--- src/rtl/phrase_arb_pkg.sv ---
`default_nettype none
// ============================================================================
// Module      : phrase_arb_pkg
// Description : Shared definitions for the phrase-check arbiter. Holds the
//               FSM state encoding, ASCII constants and the default abort
//               timeout. The ABORT state exists only when
//               PHRASE_ARB_TIMEOUT_EN is defined.
// Revision    : 1.0 - initial release
// ============================================================================
package phrase_arb_pkg;

    typedef enum logic [2:0] {
        ST_IDLE     = 3'd0,
        ST_STREAM   = 3'd1,
        ST_WAIT_RES = 3'd2,
`ifdef PHRASE_ARB_TIMEOUT_EN
        ST_REPORT   = 3'd3,
        ST_ABORT    = 3'd4
`else
        ST_REPORT   = 3'd3
`endif
    } arb_state_t;

    localparam logic [7:0]  CHR_NUL             = 8'h00;
    localparam int unsigned TIMEOUT_CYC_DEFAULT = 255;
    localparam int          TO_CNT_W            = 16;

endpackage : phrase_arb_pkg
`default_nettype wire

--- src/rtl/phrase_arb_rr.sv ---
`default_nettype none
// ============================================================================
// Module      : phrase_arb_rr
// Description : Two-way round-robin pointer and grant selection. The pointer
//               names the requester that wins a tie; it is moved away from
//               the last owner when a message completes.
// Ports       : clk, rst_n      - clock, async active-low reset
//               i_req0/i_req1  - request lines
//               i_upd          - message finished, advance pointer
//               i_last_gnt     - owner of the finished message
//               o_gnt          - selected requester id
//               o_any          - at least one request present
// Revision    : 1.0 - initial release
// ============================================================================
module phrase_arb_rr (
    input  logic clk,
    input  logic rst_n,
    input  logic i_req0,
    input  logic i_req1,
    input  logic i_upd,
    input  logic i_last_gnt,
    output logic o_gnt,
    output logic o_any
);

    logic ptr_q;
    logic ptr_d;

    always_comb begin
        ptr_d = ptr_q;
        if (i_upd) begin
            ptr_d = ~i_last_gnt;
        end
    end

    always_ff @(posedge clk or negedge rst_n) begin
        if (!rst_n) begin
            ptr_q <= 1'b0;
        end else begin
            ptr_q <= ptr_d;
        end
    end

    // Tie goes to the pointer; a lone request wins outright.
    assign o_any = i_req0 | i_req1;
    assign o_gnt = (i_req0 && i_req1) ? ptr_q : i_req1;

endmodule : phrase_arb_rr
`default_nettype wire

--- src/rtl/phrase_check_arbiter.sv ---
`default_nettype none
// ============================================================================
// Module      : phrase_check_arbiter
// Description : Arbitrates two character streams onto one shared phrase
//               checker, one whole message at a time, and routes the
//               checker verdict back as a one-cycle report.
// Ports       : clk, rst_n                    - clock, async active-low reset
//               s0_/s1_ valid,last,data,ready - requester streams
//               m_ valid,last,data,src,ready  - stream to the checker
//               chk_done, chk_match           - checker verdict pulse
//               res_ valid,src,match,timeout  - verdict report
// Config      : PHRASE_ARB_TIMEOUT_EN - when defined, a stalled message is
//               closed with a NUL last beat after TIMEOUT_CYC idle cycles.
// Revision    : 1.0 - initial release
// ============================================================================
module phrase_check_arbiter
    import phrase_arb_pkg::*;
#(
    parameter int unsigned TIMEOUT_CYC = TIMEOUT_CYC_DEFAULT
) (
    input  logic       clk,
    input  logic       rst_n,
    input  logic       s0_valid,
    input  logic       s0_last,
    input  logic [7:0] s0_data,
    output logic       s0_ready,
    input  logic       s1_valid,
    input  logic       s1_last,
    input  logic [7:0] s1_data,
    output logic       s1_ready,
    output logic       m_valid,
    output logic       m_last,
    output logic [7:0] m_data,
    output logic       m_src,
    input  logic       m_ready,
    input  logic       chk_done,
    input  logic       chk_match,
    output logic       res_valid,
    output logic       res_src,
    output logic       res_match,
    output logic       res_timeout
);

    if ((TIMEOUT_CYC < 1) || (TIMEOUT_CYC > 65535)) begin : g_bad_timeout_cfg
        $error("phrase_check_arbiter: TIMEOUT_CYC out of range 1..65535");
    end

    arb_state_t state_q, state_d;
    logic       grant_q, grant_d;
    logic       match_q, match_d;
    logic       rr_gnt, rr_any, rr_upd;

    // Source selected by the current grant.
    logic       sel_valid, sel_last;
    logic [7:0] sel_data;

    assign sel_valid = grant_q ? s1_valid : s0_valid;
    assign sel_last  = grant_q ? s1_last  : s0_last;
    assign sel_data  = grant_q ? s1_data  : s0_data;

    phrase_arb_rr u_rr (
        .clk       (clk),
        .rst_n     (rst_n),
        .i_req0    (s0_valid),
        .i_req1    (s1_valid),
        .i_upd     (rr_upd),
        .i_last_gnt(grant_q),
        .o_gnt     (rr_gnt),
        .o_any     (rr_any)
    );

`ifdef PHRASE_ARB_TIMEOUT_EN
    localparam logic [TO_CNT_W-1:0] TO_LIMIT = TO_CNT_W'(TIMEOUT_CYC);
    logic [TO_CNT_W-1:0] cnt_q, cnt_d, cnt_inc;
    logic                to_q, to_d;

    assign cnt_inc = cnt_q + TO_CNT_W'(1);
`endif

    always_comb begin
        state_d   = state_q;
        grant_d   = grant_q;
        match_d   = match_q;
        m_valid   = 1'b0;
        m_last    = 1'b0;
        m_data    = CHR_NUL;
        s0_ready  = 1'b0;
        s1_ready  = 1'b0;
        res_valid = 1'b0;
        rr_upd    = 1'b0;
`ifdef PHRASE_ARB_TIMEOUT_EN
        cnt_d     = cnt_q;
        to_d      = to_q;
`endif
        case (state_q)
            ST_IDLE: begin
                if (rr_any) begin
                    grant_d = rr_gnt;
                    match_d = 1'b0;
`ifdef PHRASE_ARB_TIMEOUT_EN
                    cnt_d   = '0;
                    to_d    = 1'b0;
`endif
                    state_d = ST_STREAM;
                end
            end
            ST_STREAM: begin
                m_valid  = sel_valid;
                m_last   = sel_last;
                m_data   = sel_data;
                s0_ready = !grant_q && m_ready;
                s1_ready =  grant_q && m_ready;
                if (sel_valid && m_ready) begin
`ifdef PHRASE_ARB_TIMEOUT_EN
                    cnt_d = '0;
`endif
                    if (sel_last) begin
                        // Verdict may arrive together with the last beat.
                        if (chk_done) begin
                            match_d = chk_match;
                            state_d = ST_REPORT;
                        end else begin
                            state_d = ST_WAIT_RES;
                        end
                    end
                end
`ifdef PHRASE_ARB_TIMEOUT_EN
                else if (cnt_inc == TO_LIMIT) begin
                    cnt_d   = '0;
                    to_d    = 1'b1;
                    state_d = ST_ABORT;
                end else begin
                    cnt_d = cnt_inc;
                end
`endif
            end
            ST_WAIT_RES: begin
                if (chk_done) begin
                    match_d = chk_match;
                    state_d = ST_REPORT;
                end
            end
            ST_REPORT: begin
                res_valid = 1'b1;
                rr_upd    = 1'b1;
                state_d   = ST_IDLE;
            end
`ifdef PHRASE_ARB_TIMEOUT_EN
            ST_ABORT: begin
                // Synthetic terminator so the checker closes the message.
                m_valid = 1'b1;
                m_last  = 1'b1;
                m_data  = CHR_NUL;
                if (m_ready) begin
                    state_d = ST_WAIT_RES;
                end
            end
`endif
            default: begin
                state_d = ST_IDLE;
            end
        endcase
    end

    always_ff @(posedge clk or negedge rst_n) begin
        if (!rst_n) begin
            state_q <= ST_IDLE;
            grant_q <= 1'b0;
            match_q <= 1'b0;
        end else begin
            state_q <= state_d;
            grant_q <= grant_d;
            match_q <= match_d;
        end
    end

`ifdef PHRASE_ARB_TIMEOUT_EN
    always_ff @(posedge clk or negedge rst_n) begin
        if (!rst_n) begin
            cnt_q <= '0;
            to_q  <= 1'b0;
        end else begin
            cnt_q <= cnt_d;
            to_q  <= to_d;
        end
    end

    assign res_timeout = res_valid & to_q;
`else
    assign res_timeout = 1'b0;
`endif

    assign m_src     = grant_q;
    assign res_src   = res_valid & grant_q;
    assign res_match = res_valid & match_q;

endmodule : phrase_check_arbiter
`default_nettype wire

--- config.mk ---
export PLATFORM = sky130hd
export DESIGN_NAME = phrase_check_arbiter
export DESIGN_NICKNAME = d
export VERILOG_FILES = /design/src/rtl/phrase_arb_pkg.sv /design/src/rtl/phrase_arb_rr.sv /design/src/rtl/phrase_check_arbiter.sv
export SDC_FILE = /design/constraint.sdc
export NUM_CORES = 1
export LEC_CHECK = 0
export CAP_MARGIN = 10
export CORE_MARGIN = 5
export CORE_UTILIZATION = 33
export DETAILED_ROUTE_END_ITERATION = 16
export PLACE_DENSITY = 0.78
export SETUP_SLACK_MARGIN = 0.4
export SLEW_MARGIN = 20
export SYNTH_ARGS = -nofsm -noshare
export SYNTH_HDL_FRONTEND = slang
export SYNTH_SLANG_ARGS = --single-unit
--- constraint.sdc ---
create_clock -name clk -period 2.1 [get_ports clk]
set_clock_uncertainty 0.05 [all_clocks]
set_input_delay 0.21 -clock clk [delete_from_list [all_inputs] [get_ports clk]]
set_output_delay 0.21 -clock clk [all_outputs]
set_load 0.005 [all_outputs]
; ---- Word-level counts from Yosys, hierarchy flattened
; Index checks and enable logic that the tools add are counted.
[totals]
input_bits = 25
reg_bits = 6
elab_cells = 46
[op_classes]
n_reduce_logical = 10
bitwise = 4
mux = 21
n_eq_ne = 7
[op_table]
columns = operator, n
row1 = $mux 8, 2
row2 = $mux 1, 13
row3 = $mux 3, 4
row4 = $pmux 3 s3, 1
row5 = $ne 2x2->1 const B, 4
row6 = $reduce_and 4->1, 2
row7 = $eq 3x2->1 const B, 2
row8 = $logic_and 1x1->1, 4
row9 = $eq 3x1->1 const B, 1
row10 = $logic_not 3->1, 1
row11 = $pmux 1 s3, 1
row12 = $reduce_bool 3->1, 1
row13 = $and 1x1->1, 2
row14 = $reduce_and 2->1, 1
row15 = $logic_not 1->1, 1
row16 = $not 1->1, 1
row17 = $or 1x1->1, 1

; ---- Logic depth before layout (Yosys ltp)
[depth]
depth_word = 4
mapped_depth = 5
depth_no_buf = 5

; ---- Cells and area by module
; A second synthesis with hierarchy kept.
[unflattened]
cells_unflattened = 63
area_unflattened_um2 = 563.0
[modules_own_cells]
columns = module, seq_area_each_um2, area_each_um2, n_inst, cells_per_inst
row1 = phrase_check_arbiter, 100.1, 510.5, 1, 58
row2 = phrase_arb_rr, 25.0, 52.6, 1, 5

; ---- Worst setup path before layout
; Ideal clock, no wire load.
[synth_timing]
path_kind = reg-to-reg
startpoint = register state_q[0]
endpoint = register match_q
setup_time_ns = 0.079
required_time_ns = 1.971
path_slack_ns = 0.622
synth_period_minus_slack_ns = 1.478
path_stages_with_launch = 6
arrival_time_ns = 1.349
cell_sequence = dfrtp_1 > inv_1 > ha_1 > mux2_2 > nand3_1 > mux2i_1
[synth_between]
elab_chain_len = 3
[synth_rtl]
columns = element, line
row1 = start: declaration, phrase_check_arbiter.sv:48  ; arb_state_t state_q, state_d;
row2 = start signal: assignment, phrase_check_arbiter.sv:171  ; state_q <= state_d;
row3 = "$eq 3x1->1, or another cell as far along", phrase_check_arbiter.sv:95  ; case (state_q)
row4 = $ne 2x2->1 (no line) / $reduce_bool 3->1 (equally long branches), n/a
row5 = $reduce_and 4->1 (no line), n/a
row6 = end signal: assignment, phrase_check_arbiter.sv:173  ; match_q <= match_d;
row7 = end: declaration, phrase_check_arbiter.sv:50  ; logic match_q, match_d;
; Several ways; a longest one is shown, not always the timed one.
; A chain may end at the register's enable or synchronous reset.

; ---- Worst setup path after layout
[layout_timing]
startpoint = register state_q[0]
endpoint = output port res_valid
[layout_between]
elab_chain_len = 2
[layout_rtl]
columns = element, line
row1 = $eq 3x2->1, phrase_check_arbiter.sv:95
row2 = $mux 1, phrase_check_arbiter.sv:95
row3 = end: declaration, phrase_check_arbiter.sv:38  ; output logic res_valid,
; No other way between the ends.

==> results.cfg <==
[run_status]
outcome = completed

[cells_and_area]
drive_gt1_frac = 0.306
antenna_cells = 0
stdcell_count = 138
num-nets-final = 153
fillers = 132
syn2layout_area_growth_pct = 110
fin_area_um2 = 1190

[synth]
yosysTopAreaCell = dfrtp_1
synth_nets = 94
synthTopCellsByCount = 12 x mux2i_1, 9 x nor2b_1, 6 x ha_1, 5 x dfrtp_1, 5 x inv_1
synthTopCellsByArea = dfrtp_1 22%, mux2i_1 21%, ha_1 13%
yosysTopAreaCellShare = 0.221
synth_ff_type = dfrtp_1
synth_seq_area_share = 0.221
synth_most_common_cell = mux2i_1
synth_cells = 63
synth_edf_count = 0
yosys_warnings = 0
synth_cell_type_count = 25
synth_area_per_cell_um2 = 9.00
synthArstFlopShare = 1.00
synth-seq-cells = 5
syn-cell-area_um2 = 567

[detailed_routing]
wl_met3_um = 129
drc = 0
drtIter0Drc = 3
wl_met1_um = 684
dr.max_layer_used = met3
dr.pass1.iters = 4
wire_per_inst_um = 12.9
ant_nets = 0
avgViaCountPerCell = 4.66
vias = 643
route.met2.wl_um = 964
wl_um = 1780

[timing]
hold_viol_final = 0
fin_setup_tns_ns = 0
setup_viol_count_final = 0
post-route-min-period_ns = 1.71
whs_ns = 0.149
fmaxAchievable_ghz = 0.585
rsz0062_at_grt = yes
min_period_over_period = 0.814
fin_ws_ns = 0.391
maxSlewViolCount = 0

[place]
pre_cts_slack_ns = 0.256
place_hpwl_um = 1330
dpl_cell_area_um2 = 976
dp.cells = 118
globalplace.congestion = 0.732
numPortBuffers = 40

[flow_run]
maxCapViolations = 0

[pwr]
p_switching_uw = 514
p_per_area_nw_per_um2 = 1200
p_int_uw = 915
swShare = 0.360
p_comb_frac = 0.778
vdd_drop_max_mv = 0.768
clock_power_share = 0.075
total_leakage_power_nw = 0.691
seq_power_share = 0.147

[setup_path]
crit_type = reg -> out
r2r-end = state_q[1]
arrival_ns = 1.45
crit_path_start = state_q[0]
crit_end = res_valid
cp.required_ns = 1.84
cp_max_fo = 5
crit_path_end_kind = output port
timing.rr.start = state_q[1]
rr_worst_depth = 7
start_kind = flip-flop
r2r_setup_slack_ns = 0.46

[clocking]
h-tree-depth = 1
clockBufferDepth = 2
clock_latency_ns = 0.24
clk_pin_slew_ns = 0.04
cts.sinks = 5
cts_root_buf = clkbuf_4
numCtsBuffers = 3
cts_tree = done
ctsHoldBuffers = 0

[hold_path]
hold_path.class = in -> async

[floorplan]
core_area_um2 = 1670
die_w_um = 51.4
fp-row-count = 15
design.portCount = 42
initial_utilization = 0.339
die_area_um2 = 2650
die_h_um = 51.4

[grt]
grt_pass1_wl_um = 2770
grt_antenna_before_repair = 0
first_global_vias = 638
grt_usage = 0.136
gr-total-overflow = 0
grt_start_max_net_pins = 7
[through the flow]
step	utilization	total power, mW
after floorplan	-	0.680
after global placement	0.584	0.987
after detailed placement	0.584	1.00
after CTS	0.661	1.28
after global routing	0.714	1.55
final	0.714	1.43
[how the worst min path moves through the flow]
stage | to | startpoint | slack (ns) | depth (start not counted)
after floorplan | m_src | rst_n | -0.14 | 0
after global placement | u_rr.ptr_q | rst_n | 0.39 | 1
final | state_q[1] | rst_n | 0.15 | 1
after global routing | match_q | rst_n | 0.14 | 1
after CTS | state_q[1] | rst_n | 0.15 | 1
after detailed placement | state_q[0] | rst_n | 0.40 | 1
[timing repair]
item,4_1_cts,5_1_grt
gates resized for setup,17,22
endpoints found under the setup margin,16,15
setup buffers,10,6
pin swaps,0,1
[registers in the layout (all words and copies together) (netlist names)]
name,count
state_q,2
m_src,1
match_q,1
u_rr.ptr_q,1
[cells in the final DEF (no fill, tap or decap), types with 2 or more instances in the layout]
cell type	instances
clkbuf_2	4
dlymetal6s2s_1	8
nor2_1	3
and2_1	2
ha_1	2
dfrtp_1	3
nor2b_1	9
nand3_2	2
buf_6	2
dlygate4sd2_1	2
nand2_1	3
ha_4	4
mux2_1	2
clkdlybuf4s50_1	26
inv_1	4
dfrtp_2	2
buf_4	16
clkbuf_4	3
mux2i_1	11
[power groups by stage]
stage               clock network (mW)  registers (mW)  logic, mW
finish                           0.108           0.210       1.11
detailed placement                   0           0.214      0.791
global route                     0.124           0.216       1.21
floorplan                            0           0.186      0.494
CTS                              0.114           0.216      0.952
global placement                     0           0.208      0.779
[cells by family after synthesis]
logic type | synth area share
AOI/OAI and AO/OA | 0.0640
DFF | 0.221
other | 0.00662
and+or+nand+nor | 0.223
buffers and inverters | 0.0817
adders and majority gates | 0.132
muxes | 0.272
[final cells by class]
cell class / instances / area [um2] / area share
multi-input cells: 49 / 458 / 0.384
well taps: 17 / 21.3 / 0.0178
clock buffers: 4 / 26.3 / 0.0220
inverters: 5 / 18.8 / 0.0157
flip-flops and latches: 5 / 128 / 0.107
repair buffers: 58 / 541 / 0.453
[critical path: stages (launching register included)]
cell and delay, ns:
dfrtp_2 0.43, buf_4 0.15, ha_4 0.14, clkdlybuf4s50_1 0.49
[metal layers]
| layer | GRT usage | vias to the layer above |
|---|---|---|
| li1 | - | 327 |
| met1 | 0.130 | 295 |
| met2 | 0.278 | 21 |
| met3 | 0.0321 | 0 |
| met4 | 0.0393 | 0 |
| met5 | 0 | - |
(Power assumes the default switching activity.)
==> edit: new RTL, config.mk and constraints unchanged <==
Build with the macro `PHRASE_ARB_TIMEOUT_EN` defined.
--- a/src/rtl/phrase_arb_pkg.sv
+++ b/src/rtl/phrase_arb_pkg.sv
@@ -7,6 +7,8 @@
 //               PHRASE_ARB_TIMEOUT_EN is defined.
 // Revision    : 1.0 - initial release
 // ============================================================================
+`define PHRASE_ARB_TIMEOUT_EN
+
 package phrase_arb_pkg;
 
     typedef enum logic [2:0] {
Check against the original RTL: same outputs for any inputs over 10 cycles, from zero or initial values and one cycle with rst_n low; that may be too few to reach the edited logic, so the function may still have changed.
==> edit against the unedited design <==
Area after synthesis rose to 3.2 times the old value; design area rose to 2.6 times the old value; largest power group unchanged; global-route usage grew 4.6 points; wire length grew to 3.8 times the old value; sequential cell count up 18; worst setup slack got worse by 0.28 ns; utilization down 14 points; largest cell class is now multi-input combinational cells; power rose by 110%.
==> edit: results (changes against the unedited design) <==
* Status: finished, final reports clean (unchanged)
* Mean Syn Cell Area at 8.62 um2 (was 9.00 um2)
* Register area share after synthesis at 31.5% (was 22.1%)
* Clock latency on the worst-skew pair at 0.27 ns (was 0.24 ns)
* Synth area leaders: dfrtp_1 31%, nand2_1 5.1%, mux2i_1 4.4%, o21ai_0 4.1%, and3_1 3.8% (was dfrtp_1 22%, mux2i_1 21%, ha_1 13%, nor2b_1 9.9%, mux2_1 4.0%)
* Commonest cells in the netlist: 25 x nand2_1, 23 x dfrtp_1, 18 x nor2_1, 15 x o21ai_0 (was 12 x mux2i_1, 9 x nor2b_1, 6 x ha_1, 5 x dfrtp_1, 5 x inv_1)
* Routed wire length at 6800 um (was 1780 um)
* Delay-heaviest family, CP: compound AO/OA/AOI/OAI gates (was buffers and inverters)
* Num CTS Buffers at 3 (unchanged)
* Worst hold slack at 0.232 ns (was 0.149 ns)
* HP Class: primary input to asynchronous set/reset pin (unchanged)
* Pin count of the biggest net entering global routing at 24 (was 7)
* Largest regs: cnt_q x16, state_q x3
* Vias in the first global route at 2118 (was 638)
* Routability cong. at 0.953 (was 0.732)
* FILL cells at 442 (was 132)
* Total Routing Usage GR at 18.2% (was 13.6%)
* Vias per inst at 5.42 (was 4.66)
* Leakage at 1.40 nW (was 0.691 nW)
* Crit path DAT at 2.09 ns (was 1.45 ns)
* Reg2reg setup slack at 0.11 ns (was 0.46 ns)
* Pre-Repair DR Iteration Count at 4 (unchanged)
* Layout cells sized above 1 at 52.7% (was 30.6%)
* Post-synth cell types at 55 (was 25)
* Syn Nets at 239 (was 94)
* Initial antenna violation count at 0 (unchanged)
* Port bufs at 41 (was 40)
* Final #Nets at 339 (was 153)
* Worst path slowest cell: dfrtp_1 (was clkdlybuf4s50_1)
* Post-route insts no fill at 383 (was 138)
* Clock Pin Slew Worst Setup and Hold Paths at 0.08 ns (was 0.04 ns)
* Dpl hpwl at 3790 um (was 1330 um)
* Commonest non-fill, non-tap cell in the layout: buf_4 (was clkdlybuf4s50_1)
* Peak VDD IR at 535 uV (was 768 uV)
* Root Driver: clkbuf_8 (was clkbuf_4)
* First-pass GRT wire length at 10600 um (was 2770 um)
* DR iter-0 viols at 86 (was 3)
* Post-placement cell count at 331 (was 118)
edit: worst paths after layout:
| check | start | endpoint | cells past startpoint |
|---|---|---|---|
| setup / recovery | cnt_q[1] | cnt_q[6] | 9 |
| hold / removal | rst_n | cnt_q[8] | 2 |
| setup reg to reg | cnt_q[1] | cnt_q[6] | 9 |
| hold reg to reg | to_q | to_q | 2 |
| max in group asynchronous | rst_n | cnt_q[0] | 2 |
| min in group clk | to_q | to_q | 2 |
edit: layer usage:
| layer | track usage [%] | wire, um | vias up |
|---|---|---|---|
| met4 | 4.46 | 109 | 0 |
| met2 | 34.5 | 3700 | 73 |
| met3 | 5.30 | 422 | 12 |
| met5 | 0 | 0 | - |
| li1 | - | - | 977 |
| met1 | 19.8 | 2570 | 1012 |
edit: final cells by class:
type / count / share of cell area, %
Tap cell: 72 / 2.87
Timing Repair Buffer: 107 / 30.6
Sequential cell: 23 / 18.7
Multi-Input combinational cell: 175 / 46.1
Inverter: 2 / 0.239
Clock buffer: 3 / 1.31
Clock inverter: 1 / 0.159
edit: cells by family after synthesis:
group / synth area share [%]
buf+inv: 4.72
compound gates: 20.4
flops: 31.5
simple gates: 32.4
xor+xnor: 2.40
fa+ha+maj: 1.37
mux: 7.26
edit: per-stage QoR:
step	worst slack, ns	cell area [um2]
floorplan	0.274	1880
global placement	0.114	2440
detailed placement	0.0406	2440
CTS	0.181	2960
global route	0.0399	3140
finish	0.113	3140
edit: power by group:
group | total [W] | switching (W) | internal (W)
clock | 0.000280 | 0.000147 | 0.000133
sequential | 0.000629 | 0.000106 | 0.000523
combinational | 0.00214 | 0.000995 | 0.00115
edit: what timing repair did:
item,in CTS,in global routing
gates cloned,2,0
setup buffers,38,8
hold endpoints to repair,0,0
endpoints found under the setup margin,36,37
pin swaps,26,19
resized for setup,126,41
